==> src/rtl/serial_adder.sv <==
// serial_adder: digit-serial WIDTH-bit adder with carry-in.
// One DIGIT-wide adder slice is reused N = WIDTH/DIGIT times, with the carry
// held in a register between iterations. Operands are taken through a
// valid/ready handshake, and the sum is handed back through another one.
module serial_adder #(
   parameter int WIDTH = 8,
   parameter int DIGIT = 1
) (
   input  logic             clk,
   input  logic             rst_n,
   input  logic             in_valid,
   output logic             in_ready,
   input  logic [WIDTH-1:0] a,
   input  logic [WIDTH-1:0] b,
   input  logic             c_in,
   output logic             out_valid,
   input  logic             out_ready,
   output logic [WIDTH-1:0] s,
   output logic             c,
   output logic             ovf,
   output logic             busy
);

   localparam int N  = WIDTH / DIGIT;
   localparam int CW = (N > 1) ? $clog2(N) : 1;

   localparam logic [1:0] IDLE = 2'd0;
   localparam logic [1:0] RUN  = 2'd1;
   localparam logic [1:0] DONE = 2'd2;

   // Refuse to build a configuration that cannot be iterated evenly.
   generate
      if (WIDTH < 2 || DIGIT < 1 || (WIDTH % DIGIT) != 0) begin : g_bad_params
         $error("serial_adder: WIDTH must be >= 2 and a multiple of DIGIT");
      end
   endgenerate

   logic [1:0]       state_reg;
   logic [WIDTH-1:0] a_reg;
   logic [WIDTH-1:0] b_reg;
   logic             carry_reg;
   logic [CW-1:0]    cnt_reg;
   logic [WIDTH-1:0] acc_reg;
   logic [WIDTH-1:0] s_reg;
   logic             c_reg;
   logic             ovf_reg;

   logic [DIGIT:0]   sum_slice;
   logic             msb_carry_in;
   logic [WIDTH-1:0] acc_next;
   logic             last_digit;

   // One DIGIT-wide slice of the addition, including the registered carry.
   always_comb begin
      sum_slice = {1'b0, a_reg[DIGIT-1:0]} + {1'b0, b_reg[DIGIT-1:0]}
                + {{DIGIT{1'b0}}, carry_reg};
      // The carry into the top bit of the slice can be recovered from that
      // bit's sum and its two operand bits.
      msb_carry_in = sum_slice[DIGIT-1] ^ a_reg[DIGIT-1] ^ b_reg[DIGIT-1];
      // The newest digit enters at the top. After N shifts, the first digit
      // has reached bit 0.
      acc_next = (acc_reg >> DIGIT)
               | (WIDTH'(sum_slice[DIGIT-1:0]) << (WIDTH - DIGIT));
      last_digit = (cnt_reg == CW'(N - 1));
   end

   // Sequencer and datapath. The result registers are written only at completion.
   always_ff @(posedge clk) begin
      if (!rst_n) begin
         state_reg <= IDLE;
         a_reg     <= '0;
         b_reg     <= '0;
         carry_reg <= 1'b0;
         cnt_reg   <= '0;
         acc_reg   <= '0;
         s_reg     <= '0;
         c_reg     <= 1'b0;
         ovf_reg   <= 1'b0;
      end else begin
         case (state_reg)
            IDLE: begin
               if (in_valid) begin
                  a_reg     <= a;
                  b_reg     <= b;
                  carry_reg <= c_in;
                  cnt_reg   <= '0;
                  state_reg <= RUN;
               end
            end
            RUN: begin
               a_reg     <= a_reg >> DIGIT;
               b_reg     <= b_reg >> DIGIT;
               carry_reg <= sum_slice[DIGIT];
               acc_reg   <= acc_next;
               cnt_reg   <= cnt_reg + 1'b1;
               if (last_digit) begin
                  s_reg     <= acc_next;
                  c_reg     <= sum_slice[DIGIT];
                  ovf_reg   <= msb_carry_in ^ sum_slice[DIGIT];
                  state_reg <= DONE;
               end
            end
            DONE: begin
               if (out_ready) begin
                  state_reg <= IDLE;
               end
            end
            default: state_reg <= IDLE;
         endcase
      end
   end

   // Handshake flags are decoded directly from the state.
   always_comb begin
      in_ready  = (state_reg == IDLE);
      out_valid = (state_reg == DONE);
      busy      = (state_reg != IDLE);
      s         = s_reg;
      c         = c_reg;
      ovf       = ovf_reg;
   end

endmodule

==> config.mk <==
export PLATFORM = sky130hd
export DESIGN_NAME = serial_adder
export DESIGN_NICKNAME = d
export VERILOG_FILES = /design/src/rtl/serial_adder.sv
export SDC_FILE = /design/constraint.sdc
export NUM_CORES = 1
export LEC_CHECK = 0
export ABC_AREA = 0
export BUFFER_PORTS_ARGS = -buffer_cell sky130_fd_sc_hd__buf_4
export CAP_MARGIN = 0
export CORE_MARGIN = 10
export CORE_UTILIZATION = 58
export DETAILED_ROUTE_END_ITERATION = 7
export HOLD_SLACK_MARGIN = 0.06
export MAX_ROUTING_LAYER = met4
export PLACE_DENSITY = 0.83
export SLEW_MARGIN = 40
export SYNTH_ARGS = -nofsm -noshare
export SYNTH_HDL_FRONTEND = slang
export SYNTH_SLANG_ARGS = --single-unit
export TNS_END_PERCENT = 100
==> constraint.sdc <==
create_clock -name clk -period 4.23 [get_ports clk]
set_clock_uncertainty 0.1 [all_clocks]
set_input_delay 0.2115 -clock clk [delete_from_list [all_inputs] [get_ports clk]]
set_output_delay 0.2115 -clock clk [all_outputs]
set_load 0.005 [all_outputs]
# After elaboration in Yosys (flattened, before gate mapping)
# Index checks and enable logic that the tools add are counted.
# word_totals
out_inout_bits,13
elab_cells,40
reg_bits,40
in_bits,21
# op_classes
n_eq_ne,6
add_sub_neg,3
mux,12
reduce_logical,6
bitwise,4
# ops
operator,count
one-hot mux 8 bit (2 select lines),2
2-to-1 mux 8 bit,2
bitwise OR 7 x 8 -> 8 bit,1
2-to-1 mux 2 bit,3
one-hot mux 2 bit (3 select lines),1
one-hot mux 3 bit (2 select lines),1
!= test 2 bit (second input constant),2
AND reduction 2 bit,2
nonzero test 2 bit,2
adder 3 x 1 -> 3 bit (second input constant),1
equality test 3 bit (second input constant),1
2-to-1 mux 3 bit,1
AND reduction 3 bit,1
XOR 1 bit,3
adder 1 x 1 -> 2 bit,1
adder 2 x 1 -> 2 bit,1
equality test 2 x 1 -> 1 bit (second input constant),1
equality test 2 bit (second input constant),1
logical NOT 2 bit,1
!= test 2 x 1 -> 1 bit (second input constant),1
one-hot mux 1 bit (2 select lines),1
2-to-1 mux 1 bit,1

# Logic depth before layout (Yosys ltp)
# Gate-level depths: netlist (run 1).
# depth
ltp_word,5
mapped_depth,6
depth_no_buf,5

# Worst setup path after synthesis (run 1)
# No wires, ideal clock.
# synth_timing
kind,flip-flop to flip-flop
from,register a_reg[0]
to,register ovf_reg (netlist: ovf)
t_arrival_ps,1250
required_ps,4011
setup_slack_ps,2761
setup_time_ps,119
path_stages_with_launch,5
synth_period_minus_slack_ps,1469
n_path_buf,0
path_cell_list,dfxtp_1 > fa_1 > xnor2_1 > xnor2_1 > a21oi_1
# synth_via
elab_chain_len,5
# synth_rtl
item,line,text
start: declaration,39,logic [WIDTH-1:0] a_reg;
start signal: assignment,91,a_reg <= a_reg >> DIGIT;
adder 1 x 1 -> 2 bit,55,"sum_slice = {1'b0, a_reg[DIGIT-1:0]} + {1'b0, b_reg[DIGIT-1:0]}"
adder 2 x 1 -> 2 bit,56,"+ {{DIGIT{1'b0}}, carry_reg};"
XOR 1 bit (2 in a row),59,msb_carry_in = sum_slice[DIGIT-1] ^ a_reg[DIGIT-1] ^ b_reg[DIGIT-1];
XOR 1 bit *,99,ovf_reg <= msb_carry_in ^ sum_slice[DIGIT];
end signal: assignment,99,
end: declaration,46,logic ovf_reg;
# Every way passes the cells marked *; elsewhere a longest branch is shown, timed or not.
# A chain may end at the register's enable or synchronous reset.

# Final worst setup path (run 1)
# layout_timing
from,register state_reg[1]
to,output in_ready
# layout_via
elab_chain_len,1
# layout_rtl
item,line,text
start: declaration,38,logic [1:0] state_reg;
start signal: assignment,70,state_reg <= IDLE;
start signal: assignment,87,state_reg <= RUN;
start signal: assignment,100,state_reg <= DONE;
logical NOT 2 bit,115,in_ready = (state_reg == IDLE);
end: declaration,12,"output logic in_ready,"
# Every way passes these cells.

==> metrics, run 1 <==
outcome finished clean; Leak 0.814 nW; fill count 252; final number of hold-violating endpoints 0; synthesized instance count 191; Critical Path RT 3920 ps; Global Route Usage Sum 0.146; later-pin clock latency in the skew report 360 ps; initial antenna violation count 0; Async SR Flop Fraction 0; NetSw 0.190 mW; drt first pass iters 5; Slew headroom 0.522; Place WS 2440 ps; actual slew at the worst max-slew pin 716 ps; syn_area_per_cell 9.31 sq um; die height 75.4 um; Final Setup Violations 0; Hold Crit Class in -> reg; share of cells above drive strength 1 0.273; Int Pwr 0.581 mW; Max Clk Rate 454 MHz; FF/Latch Area 781 sq um; Worst VDD drop 249 uV; total of max-cap violations 0; PwrDens 375 nW/um^2; share of the synthesized area in the top cell type 0.439; drt via density 5.74; CTS tree built; Netlist cell types 42; DIE AREA 5680 sq um; grt total ovfl 0; root buffer cell clkbuf_4; antenna diode count 0; Row Count 20; final net count 243; syn nets 215; final worst setup slack 2030 ps; antenna-violating nets left 0; sequential power share 0.523; final WL 3750 um; number of CTS-inserted buffers 5; Die Wd 75.4 um; Critical Path AT 1890 ps; Yosys top cell by area dfxtp_1; number of synthesized flops with an enable pin 0; Final Max Tran Viols 0; register area share after synthesis 0.439; unrepaired setup endpoints after global routing no; CP max FO 18; Placer Congestion 0.852; number of global-route vias before repair 1473; Ports 34; Initial Util 0.592; Synth Warn # 0; WL/cell 14.8 um; Bufs on Longest Clock Path 2; Comb power frac 0.138; Setup TNS Final 0 ps; WS Path Type reg -> out; Tmin final 2200 ps; placed wire-length estimate 2660 um; top cells by area, synth dfxtp_1, nand2_1, o21ai_2; starting DRC count in detailed routing 112; multi-input logic area 860 sq um; period utilization 0.521; CP Launch Type flip-flop; clock sink count 39; Clock power frac 0.339; Residual DRC 0; CTS H-tree depth 2; first-pass GRT wire length 6330 um; clock input transition at the sequential cells of the worst setup and hold paths 110 ps; FF+latch count, synth 39; Port Buf Inserts 33; Sw Ratio 0.247; Most used DFF post-synth dfxtp_1; vias post-DR 1453; Mapped Area 1780 sq um; Power Total 0.771 mW; Core ar. 3000 sq um; Area growth syn-to-layout 15.7%; CP endpoint kind output port; largest net degree at the start of global routing 40; Post-CTS Setup Inserts 0
-- worst paths after layout --
check / from / cells after the start / slack (ps) / endpoint
setup / recovery: state_reg[1] / 4 / 2030 / in_ready
hold / removal: c_in / 3 / 60 / carry_reg
setup reg to reg: state_reg[0] / 3 / 2460 / a_reg[2]
hold reg to reg: s[5] / 2 / 360 / s[5]
-- cell usage after synthesis (all sizes together), types with 3 or more instances --
master / n
clkbuf: 4
a21oi: 13
a21boi: 18
nor2: 12
a2bb2oi: 3
o2bb2ai: 7
o22ai: 5
o21ai: 16
xnor2: 3
nand2: 33
buf: 11
o221a: 3
dfxtp: 39
-- timing repair --
item,4_1_cts,5_1_grt
endpoints found under the setup margin,0,0
endpoints found under the hold margin,3,0
gates resized for setup,0,0
hold buffers,3,0
-- logic make-up (layout without fill, tap and decap cells) --
kind of cell | Yosys count | count (layout) | share of synthesized area
AOI/OAI and AO/OA | 70 | 70 | 0.295
xor gates and xnor gates | 3 | 3 | 0.0148
adders and majority gates | 3 | 3 | 0.0253
buffers and inverters | 18 | 47 | 0.0774
DFF | 39 | 39 | 0.439
muxes | 1 | 1 | 0.00563
and+or+nand+nor | 57 | 57 | 0.143
-- critical path: stages (launching register included) --
cell	delay, ps
dfxtp_1	550
clkinv_1	530
nand2_1	260
inv_1	50
buf_4	130
-- cells in the final DEF (no fill, tap or decap), types with 2 or more instances in the layout --
cell,netlist,final
clkbuf_4,1,5
nor2_1,12,12
a2bb2oi_1,3,3
o22ai_1,5,5
a21boi_1,7,7
o21ai_1,3,3
o21ai_0,3,3
nand4_1,2,2
a21boi_0,11,11
o2bb2ai_1,7,7
a22oi_1,2,2
dfxtp_1,39,39
buf_4,2,33
nor2b_1,2,2
o221a_2,3,3
dlygate4sd3_1,0,3
xnor2_1,3,3
a21oi_2,2,2
a21oi_1,11,11
ha_1,2,2
nand2_1,33,33
o21ai_2,10,10
-- metrics by stage --
| step | util | hold slack, ps | cell area [sq um] | instances |
|---|---|---|---|---|
| 2_1_floorplan | - | 287 | 1780 | 191 |
| 5_1_grt | 0.685 | 70.3 | 2060 | 253 |
| 3_5_place_dp | 0.646 | 349 | 1940 | 242 |
| 4_1_cts | 0.685 | 66.3 | 2060 | 253 |
| 3_3_place_gp | 0.646 | 342 | 1940 | 242 |
| 6_report | 0.685 | 63.8 | 2060 | 253 |
-- area by class of cell --
class / count / share of cell area
Sequential cell: 39 / 0.380
Timing Repair Buffer: 36 / 0.135
Multi-Input combinational cell: 134 / 0.418
Clock buffer: 6 / 0.0249
Inverter: 3 / 0.00547
Clock inverter: 2 / 0.0170
Tap cell: 33 / 0.0201
-- layer usage --
metal  track usage  vias to the layer above  share of wire
li1              -                      725              -
met1         0.159                      671           0.43
met2         0.241                       50           0.50
met3        0.0391                        7          0.049
met4        0.0763                        0          0.018
met5             -                        -              0
-- power groups by stage --
| stage | clock (mW) | combinational (mW) | sequential [mW] |
|---|---|---|---|
| 2_1_floorplan | 0 | 0.0879 | 0.405 |
| 3_3_place_gp | 0 | 0.0997 | 0.411 |
| 3_5_place_dp | 0 | 0.104 | 0.411 |
| 4_1_cts | 0.265 | 0.106 | 0.403 |
| 5_1_grt | 0.282 | 0.118 | 0.406 |
| 6_report | 0.262 | 0.106 | 0.403 |
Note: power is estimated with default switching activity, not from simulation.
==> inputs of run 2 (changes only) <==
--- a/config.mk
+++ b/config.mk
@@ -9,11 +9,11 @@
 export BUFFER_PORTS_ARGS = -buffer_cell sky130_fd_sc_hd__buf_4
 export CAP_MARGIN = 0
 export CORE_MARGIN = 10
-export CORE_UTILIZATION = 58
+export CORE_UTILIZATION = 49
 export DETAILED_ROUTE_END_ITERATION = 7
 export HOLD_SLACK_MARGIN = 0.06
 export MAX_ROUTING_LAYER = met4
-export PLACE_DENSITY = 0.83
+export PLACE_DENSITY = 0.75
 export SLEW_MARGIN = 40
 export SYNTH_ARGS = -nofsm -noshare
 export SYNTH_HDL_FRONTEND = slang
==> constraint.sdc (replaced) <==
create_clock -name clk -period 1.94 [get_ports clk]
set_clock_uncertainty 0.1 [all_clocks]
set_input_delay 0.097 -clock clk [delete_from_list [all_inputs] [get_ports clk]]
set_output_delay 0.097 -clock clk [all_outputs]
set_load 0.005 [all_outputs]
==> metrics, run 2 (synthesis results as in run 1) <==
final number of hold-violating endpoints 0 (unchanged); Residual DRC 0 (unchanged); total of max-cap violations 0 (unchanged); Slew headroom 0.740 (+0.218); Ports 34 (unchanged); met2 routed WL 2060 um (+9.9%); unrepaired setup endpoints after global routing no; Crit path max-delay family buffers and inverters; outcome finished clean; hold slack final 63.2 ps (-0.657 ps); hold depth 2 (-1); Global Route Usage Sum 0.139 (-0.00712); clock input transition at the sequential cells of the worst setup and hold paths 120 ps (about the same); grt total ovfl 0 (unchanged); critical path buffer and inverter count 1 (-2); M1 wire length 1710 um (+5.5%); PwrDens 699 nW/um^2 (+86%); first-pass GRT wire length 7060 um (+11%); Placer Congestion 0.814 (-4.5%); starting DRC count in detailed routing 93 (-17%); CP endpoint kind flip-flop; period utilization 0.942; Critical Path RT 2080 ps (-1840 ps); DIE AREA 6440 sq um (+13%); Die Wd 80.2 um (+6.5%); Leak 0.901 nW (+11%); Setup TNS Final 0 ps (unchanged); Worst path slowest cell dlygate4sd3_1; Area growth syn-to-layout 27.7%; Max Used Layer met4; Worst VDD drop 404 uV (+62%); number of CTS-inserted buffers 5 (unchanged); Final Setup Violations 0 (unchanged); Max Clk Rate 547 MHz; later-pin clock latency in the skew report 350 ps (about the same); actual slew at the worst max-slew pin 390 ps (-325 ps); initial antenna violation count 0 (unchanged); Critical Path AT 1970 ps (+80 ps); Post-CTS Setup Inserts 0 (unchanged); CP max FO 3 (-15); final net count 266 (+9.5%); most frequent cells in the layout dfxtp_1, buf_4, nand2_1; Core ar. 3420 sq um (+14%); commonest non-fill, non-tap cell in the layout dfxtp_1; reg2reg start a_reg[0]; clock sink count 39 (unchanged); met3 wire length 148 um (-20%); CP Launch Type flip-flop; Final Max Tran Viols 0 (unchanged); root buffer cell clkbuf_4; Hold Crit Class in -> reg; die height 80.2 um (+6.5%); final WL 3960 um (+5.7%); antenna-violating nets left 0 (unchanged); CP peak stage delay 560 ps (about the same); largest net degree at the start of global routing 40 (unchanged); WS Path Type reg -> reg; WP depth 4 (unchanged); number of global-route vias before repair 1573 (+6.8%); placed wire-length estimate 2640 um (-0.92%); Initial Util 0.521 (-0.0716); antenna diode count 0 (unchanged); launch point of the worst path a_reg[0]; reg2reg path depth 4 (+1); crit-path cells fa_2 -> o22ai_1 -> a21oi_1 -> dlygate4sd3_1; vias post-DR 1512 (+4.1%); CTS tree built; WL/cell 13.8 um (-7.2%); Util after Layout 0.665 (-0.0202); Row Count 21 (+5.0%); Port Buf Inserts 33 (unchanged); share of cells above drive strength 1 0.269 (-0.00413); drt first pass iters 4 (-1); hold_sp rst_n; CTS H-tree depth 2 (unchanged); Bufs on Longest Clock Path 2 (unchanged); Tmin final 1830 ps; drt via density 5.25 (-8.6%)
## run 2: cell types whose count changed in the layout (fill, tap and decap cells not counted), sizes merged
cell | previous run | this run
buf | 33 | 36
dlygate4sd3 | 3 | 23
bufinv | 1 | 0
## run 2: layer usage
metal,global-route usage,up-vias
li1,-,770
met1,0.146,714
met2,0.241,23
met3,0.0512,5
met4,0.0370,0
met5,-,-
## run 2: cell type report
type,instances,area [sq um]
Clock buffer,6,51.3
Timing Repair Buffer,59,500
Inverter,3,11.3
Multi-Input combinational cell,134,862
Sequential cell,39,783
Tap cell,46,57.6
Fill cell,270,1140
Clock inverter,1,5.00
## run 2: per-stage QoR
| step | instance area, sq um | cells | power [mW] | worst slack (ps) |
|---|---|---|---|---|
| after floorplan | 1780 | 191 | 1.07 | 471 |
| after global placement | 1980 | 258 | 1.12 | 442 |
| after detailed placement | 1980 | 258 | 1.12 | 405 |
| after CTS | 2270 | 288 | 1.59 | 40.4 |
| after global routing | 2270 | 288 | 1.67 | 25.9 |
| final | 2270 | 288 | 1.59 | 113 |
## run 2: path summary, 6_finish.rpt
| check | to | slack, ps |
|---|---|---|
| setup / recovery | carry_reg | 110 |
| hold / removal | state_reg[1] | 60 |
| setup reg to reg | carry_reg | 110 |
| hold reg to reg | s[2] | 360 |
## run 2: what timing repair did
action                                 in CTS  in global routing
resized for setup                           0                  3
setup endpoints to repair                   0                  7
hold buffers                               23                  0
endpoints found under the hold margin      15                  0
## run 2: report_power, final
group / switching [mW] / internal [mW] / total (mW)
sequential: 0.0359 / 0.841 / 0.877
clock: 0.264 / 0.168 / 0.432
combinational: 0.120 / 0.158 / 0.277
total: 0.420 / 1.17 / 1.59
==> inputs of run 3 (changes only) <==
--- a/config.mk
+++ b/config.mk
@@ -5,15 +5,15 @@
 export SDC_FILE = /design/constraint.sdc
 export NUM_CORES = 1
 export LEC_CHECK = 0
-export ABC_AREA = 0
+export ABC_AREA = 1
 export BUFFER_PORTS_ARGS = -buffer_cell sky130_fd_sc_hd__buf_4
 export CAP_MARGIN = 0
 export CORE_MARGIN = 10
-export CORE_UTILIZATION = 49
+export CORE_UTILIZATION = 53
 export DETAILED_ROUTE_END_ITERATION = 7
 export HOLD_SLACK_MARGIN = 0.06
 export MAX_ROUTING_LAYER = met4
-export PLACE_DENSITY = 0.75
+export PLACE_DENSITY = 0.78
 export SLEW_MARGIN = 40
 export SYNTH_ARGS = -nofsm -noshare
 export SYNTH_HDL_FRONTEND = slang
==> constraint.sdc (replaced) <==
create_clock -name clk -period 1.8 [get_ports clk]
set_clock_uncertainty 0.1 [all_clocks]
set_input_delay 0.09 -clock clk [delete_from_list [all_inputs] [get_ports clk]]
set_output_delay 0.09 -clock clk [all_outputs]
set_load 0.005 [all_outputs]
==> metrics, run 3 <==
vias post-DR 1500 (-0.79%); Yosys top cell by area dfxtp_1; clock sink count 39 (unchanged); initial antenna violation count 0 (unchanged); register area share after synthesis 0.482 (+0.0431); Area growth syn-to-layout 28.0%; syn nets 221 (+2.8%); drt via density 5.38 (+2.4%); Placer Congestion 0.796 (-2.2%); syn_area_per_cell 8.22 sq um (-12%); die height 75.3 um (-6.2%); Bufs on Longest Clock Path 2 (unchanged); commonest non-fill, non-tap cell in the layout dfxtp_1; non-filler cells, final 279 (-3.1%); FF+latch count, synth 39 (unchanged); clock input transition at the sequential cells of the worst setup and hold paths 110 ps (about the same); Port Buf Inserts 33 (unchanged); Worst path slowest cell fa_1; outcome finished clean; first-pass GRT wire length 5980 um (-15%); final number of hold-violating endpoints 0 (unchanged); crit-path most repeated cell nand2_1; CTS H-tree depth 2 (unchanged); Netlist cell types 20 (-52%); Global Route Usage Sum 0.139 (-0.000768); PwrDens 809 nW/um^2 (+16%); met3 wire length 226 um (+53%); Slew headroom 0.760 (+0.0198); total of max-cap violations 0 (unchanged); synthesized instance count 197 (+3.1%); number of global-route vias before repair 1422 (-9.6%); largest net degree at the start of global routing 34 (-15%); CP max FO 5 (+2); CP peak stage delay 490 ps (-70 ps); Cells after DPL 251 (-2.7%); met2 routed WL 1810 um (-12%); Final Cell Area 2070 sq um (-8.8%); Row Count 19 (-9.5%); Critical Path RT 1940 ps (-140 ps); Post-DP Area 1820 sq um (-8.0%); most frequent cells in the layout dfxtp_1, buf_4, nor2_1; top cells by area, synth dfxtp_1, a21oi_1, nor2_1; Setup TNS Final 0 ps (unchanged); Leak 0.927 nW (+2.8%); Synth Warn # 0 (unchanged); Max Clk Rate 648 MHz (+18%); M1 wire length 1500 um (-12%); synth cell count leaders dfxtp_1, nor2_1, a21oi_1, nand2_1, o21ai_0; Hold Crit Class reg -> reg; grt total ovfl 0 (unchanged); WS Path Type reg -> reg; Ports 34 (unchanged); Most used DFF post-synth dfxtp_1; CP endpoint kind flip-flop; hold slack final 376 ps (+313 ps); Die Wd 75.3 um (-6.2%); DIE AREA 5670 sq um (-12%); Critical Path AT 1680 ps (-290 ps); Residual DRC 0 (unchanged); antenna-violating nets left 0 (unchanged); period utilization 0.857 (-0.0846); Async SR Flop Fraction 0 (unchanged); Max Used Layer met4; starting DRC count in detailed routing 102 (+9.7%); Tmin final 1540 ps (-284 ps); Initial Util 0.572 (+0.0518); final net count 271 (+1.9%); final WL 3590 um (-9.3%); Final Max Tran Viols 0 (unchanged); Worst VDD drop 631 uV (+56%); placed wire-length estimate 2370 um (-10%); crit-path cells fa_1 -> inv_1 -> nand2_1 -> nand2_1 -> nand2_1 -> nand2_1 -> a21oi_1; Core ar. 2830 sq um (-17%); Mapped Area 1620 sq um (-8.9%); actual slew at the worst max-slew pin 361 ps (-29.6 ps); drt first pass iters 4 (unchanged); later-pin clock latency in the skew report 350 ps (about the same); top-count cell post-synth dfxtp_1; WL/cell 12.9 um (-6.4%); root buffer cell clkbuf_4; share of cells above drive strength 1 0.198 (-0.0710); Util after Layout 0.732 (+0.0676); antenna diode count 0 (unchanged); Post-CTS Setup Inserts 0 (unchanged); number of CTS-inserted buffers 5 (unchanged); number of synthesized flops with an enable pin 0 (unchanged); Final Setup Violations 0 (unchanged); unrepaired setup endpoints after global routing no; CP Launch Type flip-flop; CTS tree built; share of the synthesized area in the top cell type 0.482 (+0.0431)
-- run 3: routing by layer --
metal | up-vias | global-route usage
met4 | 0 | 0.0515
met3 | 7 | 0.0460
met1 | 683 | 0.147
met2 | 40 | 0.235
met5 | - | -
li1 | 770 | -
-- run 3: logic make-up (layout without fill, tap and decap cells) --
logic type / count (synthesis) / count (layout) / share of synthesized area
buffers and inverters: 22 / 73 / 0.0796
flip-flops: 39 / 39 / 0.482
AND/OR/NAND/NOR: 60 / 60 / 0.165
AO/OA/AOI/OAI: 73 / 73 / 0.246
adder cells (fa/ha/maj): 3 / 3 / 0.0278
-- run 3: path summary, 6_finish.rpt --
kind                    from    endpoint  slack (ps)  cells past startpoint
setup / recovery    b_reg[0]         ovf         260                      7
hold / removal    cnt_reg[1]  cnt_reg[1]         380                      2
setup reg to reg    b_reg[0]         ovf         260                      7
hold reg to reg   cnt_reg[1]  cnt_reg[1]         380                      2
-- run 3: report_power, final --
part           total [mW]  leakage, nW  internal, mW  switching, mW
sequential          0.959        0.320         0.919         0.0398
combinational       0.293        0.577         0.139          0.154
clock               0.425       0.0293         0.152          0.273
total                1.68        0.927          1.21          0.467
-- run 3: critical path: cells and delay by family (launching register included) --
kind	cells	cell delay (ps)
buf+inv	1	120
simple gates	4	220
fa+ha+maj	1	490
compound gates	1	50
flops	1	450
-- run 3: per-stage QoR --
| stage | power, mW | setup slack (ps) |
|---|---|---|
| 6_report | 1.68 | 257 |
| 4_1_cts | 1.68 | 244 |
| 5_1_grt | 1.76 | 114 |
| 3_5_place_dp | 1.23 | 261 |
| 2_1_floorplan | 1.17 | 368 |
| 3_3_place_gp | 1.22 | 331 |
-- run 3: cell type report --
class | count | area, sq um
well taps | 31 | 38.8
fillers | 214 | 757
inverters | 12 | 45.0
multi-input cells | 136 | 709
flip-flops and latches | 39 | 781
clock buffers | 7 | 45.0
clock inverters | 1 | 5.00
repair buffers | 53 | 448
-- run 3: repair_timing --
action / CTS / global route
hold buffers: 20 / 0
hold endpoints to repair: 35 / 0
endpoints found under the setup margin: 0 / 0
gates resized for setup: 0 / 0
